### src/rtl/secure_store.sv
// secure_store: keyed register-file store for encoded words from the security block.
// Every write and read must present the access key. Consecutive bad-key accesses
// are counted; reaching MAX_FAIL locks the store for LOCK_CYCLES cycles, during
// which writes are back-pressured and reads are answered with an error pulse.
module secure_store #(
    parameter int          DEPTH       = 8,
    parameter int          ADDR_W      = 3,
    parameter logic [15:0] KEY         = 16'h0032,
    parameter int          MAX_FAIL    = 3,
    parameter int          LOCK_CYCLES = 16
) (
    input  logic              clk,
    input  logic              rst,
    input  logic              wr_valid,
    output logic              wr_ready,
    input  logic [ADDR_W-1:0] wr_addr,
    input  logic [31:0]       wr_data,
    input  logic [15:0]       wr_key,
    output logic              wr_err,
    input  logic              rd_valid,
    input  logic [ADDR_W-1:0] rd_addr,
    input  logic [15:0]       rd_key,
    output logic              rd_data_valid,
    output logic [31:0]       rd_data,
    output logic              rd_err,
    output logic              locked,
    output logic [2:0]        fail_count
);

    // The lock counter only ever holds LOCK_CYCLES-1 down to 0.
    localparam int              CNT_W     = (LOCK_CYCLES > 1) ? $clog2(LOCK_CYCLES) : 1;
    localparam logic [CNT_W-1:0] LOCK_LOAD = CNT_W'(LOCK_CYCLES - 1);
    localparam logic [2:0]      MAX_FAIL3 = 3'(MAX_FAIL);
    localparam logic [3:0]      MAX_FAIL4 = 4'(MAX_FAIL);

    typedef enum logic {
        ST_OPEN   = 1'b0,
        ST_LOCKED = 1'b1
    } state_t;

    state_t             state;
    state_t             state_next;
    logic [2:0]         fail_next;
    logic [CNT_W-1:0]   lock_cnt;
    logic [CNT_W-1:0]   lock_cnt_next;

    logic [31:0]        mem [DEPTH];

    logic               wr_fire;
    logic               wr_good;
    logic               wr_bad;
    logic               rd_good;
    logic               rd_bad;
    logic               rd_blocked;
    logic               any_good;
    logic [1:0]         failures;
    logic [3:0]         fail_sum;

    // Classify this cycle's accesses; reads while locked are refused but not counted.
    always_comb begin
        wr_fire    = wr_valid && wr_ready;
        wr_good    = wr_fire && (wr_key == KEY);
        wr_bad     = wr_fire && (wr_key != KEY);
        rd_good    = rd_valid && !locked && (rd_key == KEY);
        rd_bad     = rd_valid && !locked && (rd_key != KEY);
        rd_blocked = rd_valid && locked;
        any_good   = wr_good || rd_good;
        failures   = {1'b0, wr_bad} + {1'b0, rd_bad};
        fail_sum   = {1'b0, fail_count} + {2'b00, failures};
    end

    // FSM outputs depend only on the state so they change on the state edge.
    always_comb begin
        locked   = (state == ST_LOCKED);
        wr_ready = (state != ST_LOCKED);
    end

    // Next-state logic: saturating failure count, lock entry and timed lock exit.
    always_comb begin
        state_next    = state;
        fail_next     = fail_count;
        lock_cnt_next = lock_cnt;
        case (state)
            ST_OPEN: begin
                if (failures != 2'd0) begin
                    fail_next = (fail_sum >= MAX_FAIL4) ? MAX_FAIL3 : fail_sum[2:0];
                end else if (any_good) begin
                    fail_next = 3'd0;
                end
                if (fail_next == MAX_FAIL3) begin
                    state_next    = ST_LOCKED;
                    lock_cnt_next = LOCK_LOAD;
                end
            end
            ST_LOCKED: begin
                if (lock_cnt == '0) begin
                    state_next = ST_OPEN;
                    fail_next  = 3'd0;
                end else begin
                    lock_cnt_next = lock_cnt - CNT_W'(1);
                end
            end
            default: begin
                state_next    = ST_OPEN;
                fail_next     = 3'd0;
                lock_cnt_next = '0;
            end
        endcase
    end

    // State, failure count and lock counter registers.
    always_ff @(posedge clk) begin
        if (rst) begin
            state      <= ST_OPEN;
            fail_count <= 3'd0;
            lock_cnt   <= '0;
        end else begin
            state      <= state_next;
            fail_count <= fail_next;
            lock_cnt   <= lock_cnt_next;
        end
    end

    // Storage and one-cycle read/error responses; the read samples the old word
    // when a write hits the same address in the same cycle.
    always_ff @(posedge clk) begin
        if (rst) begin
            for (int i = 0; i < DEPTH; i++) begin
                mem[i] <= '0;
            end
            rd_data       <= '0;
            rd_data_valid <= 1'b0;
            rd_err        <= 1'b0;
            wr_err        <= 1'b0;
        end else begin
            wr_err        <= wr_bad;
            rd_err        <= rd_bad || rd_blocked;
            rd_data_valid <= rd_good;
            if (rd_good) begin
                rd_data <= mem[rd_addr];
            end
            if (wr_good) begin
                mem[wr_addr] <= wr_data;
            end
        end
    end

endmodule

### config.mk
export PLATFORM = sky130hd
export DESIGN_NAME = secure_store
export DESIGN_NICKNAME = d
export VERILOG_FILES = /design/src/rtl/secure_store.sv
export SDC_FILE = /design/constraint.sdc
export NUM_CORES = 1
export LEC_CHECK = 0
export ABC_CLOCK_PERIOD_IN_PS = 7880
export BUFFER_PORTS_ARGS = -buffer_cell sky130_fd_sc_hd__buf_2
export CORE_AREA = 5 5 199 201
export CTS_BUF_LIST = sky130_fd_sc_hd__clkbuf_16
export DETAILED_ROUTE_END_ITERATION = 10
export DIE_AREA = 0 0 204 206
export PLACE_DENSITY = 0.5
export SLEW_MARGIN = 20
export SYNTH_ARGS = -nofsm -noshare
export SYNTH_HDL_FRONTEND = slang
export SYNTH_SLANG_ARGS = --single-unit
export TNS_END_PERCENT = 50
### constraint.sdc
create_clock -name clk -period 7.88 [get_ports clk]
set_input_delay 0.788 -clock clk [delete_from_list [all_inputs] [get_ports clk]]
set_output_delay 0.788 -clock clk [all_outputs]
set_load 0.005 [all_outputs]
# --- Word-level counts from Yosys, hierarchy flattened ---
# Memories as Yosys holds them, arrays and structs flattened. A register that Yosys moved wholly into a read port is not among the register bits.
# Cells that the tools add are included.
word_totals:
  ramBits: 256
  wordCells: 54
  memories: 1
  reg_bits: 11
  input_bits: 74
  output_inout_bits: 40
mem_list:
  columns: ["memory", "words", "word_bits", "read_ports", "rd_ports_with_merged_regs", "wr", "line_no", "source"]
  rows:
  - ["mem", 8, 32, 1, 1, 8, "47", "logic [31:0] mem [DEPTH];"]
op_classes:
  mux: 20
  n_addsub: 3
  bitwise: 1
  order_cmp: 1
  eq_ne: 8
  n_reduce_logical: 14
op_table:
  columns: ["operator", "count"]
  rows:
  - ["$eq A16 B6 Y1 const B", 2]
  - ["$mux W32", 1]
  - ["$ne A16 B6 Y1 const B", 2]
  - ["$reduce_or A32 Y1", 1]
  - ["$mux W3", 6]
  - ["$mux W1", 8]
  - ["$mux W4", 2]
  - ["$pmux W4 S2", 1]
  - ["$logic_and A1 B1 Y1", 7]
  - ["$pmux W3 S2", 1]
  - ["$add A3 B2 Y4", 1]
  - ["$ge A4 B2 Y1 const B", 1]
  - ["$logic_not A4 Y1", 1]
  - ["$ne A2 B1 Y1 const B", 2]
  - ["$sub A4 B1 Y4 const B", 1]
  - ["$eq A3 B2 Y1 const B", 1]
  - ["$add A1 B1 Y2", 1]
  - ["$logic_or A1 B1 Y1", 2]
  - ["$ne A2 B2 Y1 const B", 1]
  - ["$pmux W1 S2", 1]
  - ["$reduce_and A2 Y1", 1]
  - ["$reduce_bool A2 Y1", 1]
  - ["$logic_not A1 Y1", 1]
  - ["$not A1 Y1", 1]

# --- Logic depth before layout (Yosys ltp) ---
# Gate-level depths: netlist (run 1).
logic_depth:
  depth_word: 12
  ltp_mapped: 11
  depth_no_buf: 11

# --- Least setup slack after synthesis (run 1) ---
# No wires, ideal clock.
synth_timing:
  path_kind: "input to register"
  from: "input wr_key[7]"
  to: "memory mem[0][0] (enable)"
  arrival_ns: 3.285
  path_buffers: 1
  setup_time_ns: 0.428
  slack_ns: 4.167
  cell_stages: 6
  path_cell_list: "nor4_1 nand4_1 nor4_2 nand2b_1 buf_4 o21bai_1"
synth_lines:
  columns: ["item", "line_no", "source"]
  rows:
  - ["from (decl)", "18", "input logic [15:0] wr_key,"]
  - ["to (decl)", "47", null]

==> results.toml, run 1 <==
[cts]
tritoncts = "done"
post_cts_resized = 0
insertion_delay_ps = 500
cts_buffers = 34
clockRootBuffer = "clkbuf_16"
post_cts_buffers = 0
clkSlewWorstSetupHoldPaths_ps = 60
clockBufferDepth = 3
cts.sink_count = 299
cts_max_level = 2
holdBufCountCts = 0

[synthesis]
synthCells = 933
synthFlopType = "edfxtp_1"
synth_area_per_cell_um2 = 13.8
ys_seq_elements = 299
synth_top_area_frac = 0.595
synth_warnings = 0
ys_types = 48
synth_edf_count = 256
ys_seq_area_frac = 0.662
yosysMostFrequentCell = "nor2_1"
synth.top_cells.by_area = "edfxtp_1 59%, mux4_2 11%, nor2_1 8.5%"
yosysTopAreaCell = "edfxtp_1"
syn-num-nets = 1014
postSynth.asyncResetShare = 0
synthTopCellsByCount = "293 x nor2_1, 256 x edfxtp_1, 72 x nand2_1"
synth_area_um2 = 12900

[layout]
area_growth_pct = 16.8
finalInstanceArea_um2 = 15100
post-route-util = 0.404
layout-drive-gt1-share = 0.263
instances_no_fill = 1568
nets = 1115
fill_cells = 3559
num_antenna_cells = 0

[setup_path]
critical_path.max_fanout = 38
crit_required_ps = 8060
slowest_delay_ps = 520
critPathBufInv = 3
critPathKind = "in -> reg"
cpMaxStageDelayCell = "o21bai_4"
cp_common_cell = "buf_4"
worstPathArrival_ps = 3750
crit_chain = "buf_2 > nor4_1 > nand4_1 > nor4_2 > nand2_2 > buf_4 > o21bai_4 > buf_4"
crit_family = "simple AND/OR/NAND/NOR gates"
critPathLaunchType = "primary input"
end_kind = "flip-flop"

[timing]
worstMarginPinSlew_ps = 1060
setup_tns_ps = 0
whs_ps = 486
finalCriticalPeriod_ps = 3580
rsz0062_at_grt = "no"
relSlewSlack = 0.295
finalMaxSlewViolations = 0
hold_viol_final = 0
fmax_mhz = 280
timing.final.ws_setup_ps = 4300
skew_ps = 11.8
period_share = 0.454
setup_viol = 0

[power]
power_leakage_nw = 5.42
max-vdd-ir-drop_uv = 123
p_total_mw = 3.62
power.density_nw_per_um2 = 240

[outcome]
status = "completed"

[hold_path]
hold_path_class = "reg -> reg"

[global_routing]
grt_pass1_wl_um = 50100
grt_usage = 0.155
grt_max_degree = 68
grt_overflow_total = 0
grt_antenna_before_repair = 0
grt_pass1_vias = 8219

[die]
start_util = 0.345
num_io_pins = 114
die_area_um2 = 42000
die_w_um = 204
core_um2 = 37400
die_h_um = 206
core.rowCount = 71

[drt]
dr.pass1.iters = 5
routed_wl_um = 32300
vias = 7868
drc = 0
wire_per_inst_um = 20.6
first_iter_violations = 602
vias_per_cell = 5.02
ant_nets = 0

[placement]
placed_cells = 1509
dp_hpwl_um = 19000
place.gp.congestion = 0.726
pre_cts_slack_ps = 3760
dpl-instance-area_um2 = 14000
port_buffers = 113

[job]
drv_cap = 0
power by group:
| group | total [mW] | internal (mW) | leakage (nW) | switching, mW |
|---|---|---|---|---|
| Sequential | 1.79 | 1.77 | 2.99 | 0.0277 |
| Clock | 1.52 | 0.908 | 0.550 | 0.614 |
| Combinational | 0.303 | 0.123 | 1.88 | 0.180 |
| Total | 3.62 | 2.80 | 5.42 | 0.822 |
final timing paths:
path                                                from                  endpoint  slack (ps)  cells after the start
worst min-delay path            lock_cnt[0]$_SDFFE_PP0P_  lock_cnt[0]$_SDFFE_PP0P_         490                      1
worst max register to register         locked$_SDFF_PP0_  mem[1][28]$_SDFFCE_PN0P_        4470                      7
worst min register to register  lock_cnt[0]$_SDFFE_PP0P_  lock_cnt[0]$_SDFFE_PP0P_         490                      1
worst max-delay path                          wr_key[12]  mem[1][28]$_SDFFCE_PN0P_        4300                      8
cell type report:
| class | count | area, um2 | share of cell area |
|---|---|---|---|
| Timing Repair Buffer | 132 | 711 | 0.0471 |
| Inverter | 7 | 26.3 | 0.00174 |
| Clock buffer | 37 | 926 | 0.0613 |
| Tap cell | 511 | 639 | 0.0423 |
| Clock inverter | 22 | 153 | 0.0101 |
| Multi-Input combinational cell | 560 | 4100 | 0.271 |
| Sequential cell | 299 | 8550 | 0.566 |
flip-flops by register name, indices dropped and copies added, names as in the netlist:
register,cells
mem,256
rd_data,32
lock_cnt,4
fail_count,3
locked,1
rd_data_valid,1
rd_err,1
wr_err,1
placed cells by master, fill, tap and decap left out, types with 3 or more instances in the layout:
| cell | count |
|---|---|
| mux2i_1 | 32 |
| nand2_1 | 71 |
| buf_2 | 112 |
| o21bai_4 | 8 |
| inv_1 | 11 |
| mux4_2 | 64 |
| buf_4 | 20 |
| ha_1 | 6 |
| a31oi_1 | 3 |
| nand2b_1 | 4 |
| o21ai_0 | 3 |
| clkinv_2 | 8 |
| clkbuf_16 | 37 |
| a211oi_2 | 17 |
| edfxtp_1 | 256 |
| clkinv_1 | 6 |
| nor2_1 | 293 |
| dfxtp_1 | 43 |
| nand4_1 | 3 |
| a211oi_1 | 16 |
| nor4_1 | 4 |
| a21oi_1 | 4 |
logic make-up after synthesis:
| kind of cell | Yosys count | share of synthesized area |
|---|---|---|
| flip-flops | 299 | 0.662 |
| buffers and inverters | 74 | 0.0293 |
| adder cells (fa/ha/maj) | 7 | 0.00736 |
| multiplexers | 96 | 0.136 |
| AO/OA/AOI/OAI | 61 | 0.0412 |
| AND/OR/NAND/NOR | 396 | 0.124 |
metal layers:
layer,wire length [um],up-vias,global-route usage
li1,-,3613,-
met1,14300,3972,0.216
met2,15300,242,0.255
met3,2090,41,0.0279
met4,600,0,0.0373
met5,0,-,0
Note: power is estimated with default switching activity, not from simulation.
==> run 2, diff against run 1 <==
ABC_CLOCK_PERIOD_IN_PS = 3500   (was 7880)
clock period = 3.5 ns   (was 7.88 ns; I/O delays follow)
==> results.toml, run 2 (synthesis gave the netlist of run 1 again) <==
[outcome]
status = "completed"

[cts]
post_cts_buffers = 0
clkSlewWorstSetupHoldPaths_ps = 60
cts.sink_count = 299
cts_max_level = 2
clockBufferDepth = 3
insertion_delay_ps = 510
holdBufCountCts = 0
clockRootBuffer = "clkbuf_16"
post_cts_resized = 0
cts_buffers = 35
tritoncts = "done"

[layout]
regMostFlops = "mem"
final_common_cell = "nor2_1"
mostFrequentLayoutCells = "293 x nor2_1, 256 x edfxtp_1, 112 x buf_2"
area_growth_pct = 18.4
num_antenna_cells = 0
largest_register_ffs = 256
reg.largest.list = "mem x256, rd_data x32, lock_cnt x4"
nets = 1137
layout-drive-gt1-share = 0.271

[timing]
timing.final.ws_setup_ps = 749
finalCriticalPeriod_ps = 2750
setup_tns_ps = 0
fmax_mhz = 363
hold_viol_final = 0
rsz0062_at_grt = "no"
worstMarginPinSlew_ps = 838
relSlewSlack = 0.441
setup_viol = 0
finalMaxSlewViolations = 0
skew_ps = 12.1
whs_ps = 143
period_share = 0.786

[die]
core_um2 = 37400
core.rowCount = 71
die_w_um = 204
num_io_pins = 114
die_area_um2 = 42000
start_util = 0.345
die_h_um = 206

[global_routing]
grt_overflow_total = 0
grt_usage = 0.159
grt_max_degree = 57
met2_usage = 0.275
grt_use_met3 = 0.0235
top_usage_layer = "met2"
grt_pass1_vias = 8424
use_met1 = 0.214
grt_antenna_before_repair = 0
grt_pass1_wl_um = 50900

[power]
max-vdd-ir-drop_uv = 268
power_leakage_nw = 5.58
p_total_mw = 8.18
power.density_nw_per_um2 = 534

[placement]
port_buffers = 113
pre_cts_slack_ps = 351
place.gp.congestion = 0.761
dp_hpwl_um = 20200

[drt]
dr.pass1.iters = 5
wire_per_inst_um = 20.8
ant_nets = 0
first_iter_violations = 502
vias = 7875
routed_wl_um = 33000
drc = 0
vias_per_cell = 4.95

[setup_path]
r2r_start = "locked$_SDFF_PP0_"
critical_path.max_fanout = 7
slowest_delay_ps = 380
cpMaxStageDelayCell = "fa_1"
end_kind = "flip-flop"
startpoint = "locked$_SDFF_PP0_"
critPathLaunchType = "flip-flop"
worstPathArrival_ps = 3100
ff2ff_path_depth = 11
crit_chain = "buf_4 > nor2b_1 > nand2_1 > ha_1 > ha_1 > fa_1 > or2_2 > o21ai_0 > a211o_1 > and3_1 > a221oi_1"
critPathKind = "reg -> reg"
r2r_slack_ps = 750
r2r-end = "lock_cnt[0]$_SDFFE_PP0P_"
cp_common_cell = "ha_1"
crit_required_ps = 3840

[hold_path]
hold_depth = 2
worst_hold_path.endpoint = "rd_err$_SDFF_PP0_"
min_from = "rd_valid"
hold_path_class = "in -> reg"

[job]
drv_cap = 0
[run 2: changes by cell type in the layout (fill, tap and decap cells not counted), sizes merged]
cell,before,now
clkinv,14,8
buf,132,153
inv,11,21
clkinvlp,2,0
[run 2: per-layer routing]
layer | up-vias | routed length (um)
met4 | 0 | 540
met2 | 215 | 16200
met1 | 3955 | 14400
li1 | 3661 | -
met5 | - | 0
met3 | 44 | 1840
[run 2: through the flow]
| step | cell area [um2] | utilization | cells |
|---|---|---|---|
| CTS | 15300 | 0.409 | 1591 |
| detailed placement | 14200 | 0.380 | 1530 |
| global placement | 14200 | 0.380 | 1530 |
| global route | 15300 | 0.409 | 1591 |
| finish | 15300 | 0.409 | 1591 |
| floorplan | 12900 | - | 933 |
[run 2: power by group]
part           internal [mW]  leakage, nW  switching (mW)
clock                   2.04        0.585            1.38
sequential              3.98         2.99          0.0529
combinational          0.298         2.00           0.425
total                   6.32         5.58            1.86
[run 2: cell type report]
| cell class | instances | area (um2) |
|---|---|---|
| Sequential cell | 299 | 8550 |
| Clock inverter | 24 | 151 |
| Multi-Input combinational cell | 560 | 4100 |
| Timing Repair Buffer | 153 | 918 |
| Clock buffer | 37 | 926 |
| Tap cell | 511 | 639 |
| Inverter | 7 | 26.3 |
| Fill cell | 3536 | 22100 |
[run 2: worst max-delay path, delay by kind of cell, from the launching register on]
kind | cells | cell delay [ps]
AOI/OAI and AO/OA | 3 | 480
DFF | 1 | 370
and+or+nand+nor | 4 | 650
adders and majority gates | 3 | 900
buffers and inverters | 1 | 190
[run 2: how the worst max path moves through the flow]
stage,endpoint,slack (ps),cells after the start
floorplan,mem[0][0]$_SDFFCE_PN0P_,230,6
global placement,lock_cnt[0]$_SDFFE_PP0P_,420,12
detailed placement,lock_cnt[0]$_SDFFE_PP0P_,350,12
CTS,lock_cnt[0]$_SDFFE_PP0P_,740,11
global route,lock_cnt[0]$_SDFFE_PP0P_,600,11
finish,lock_cnt[0]$_SDFFE_PP0P_,750,11
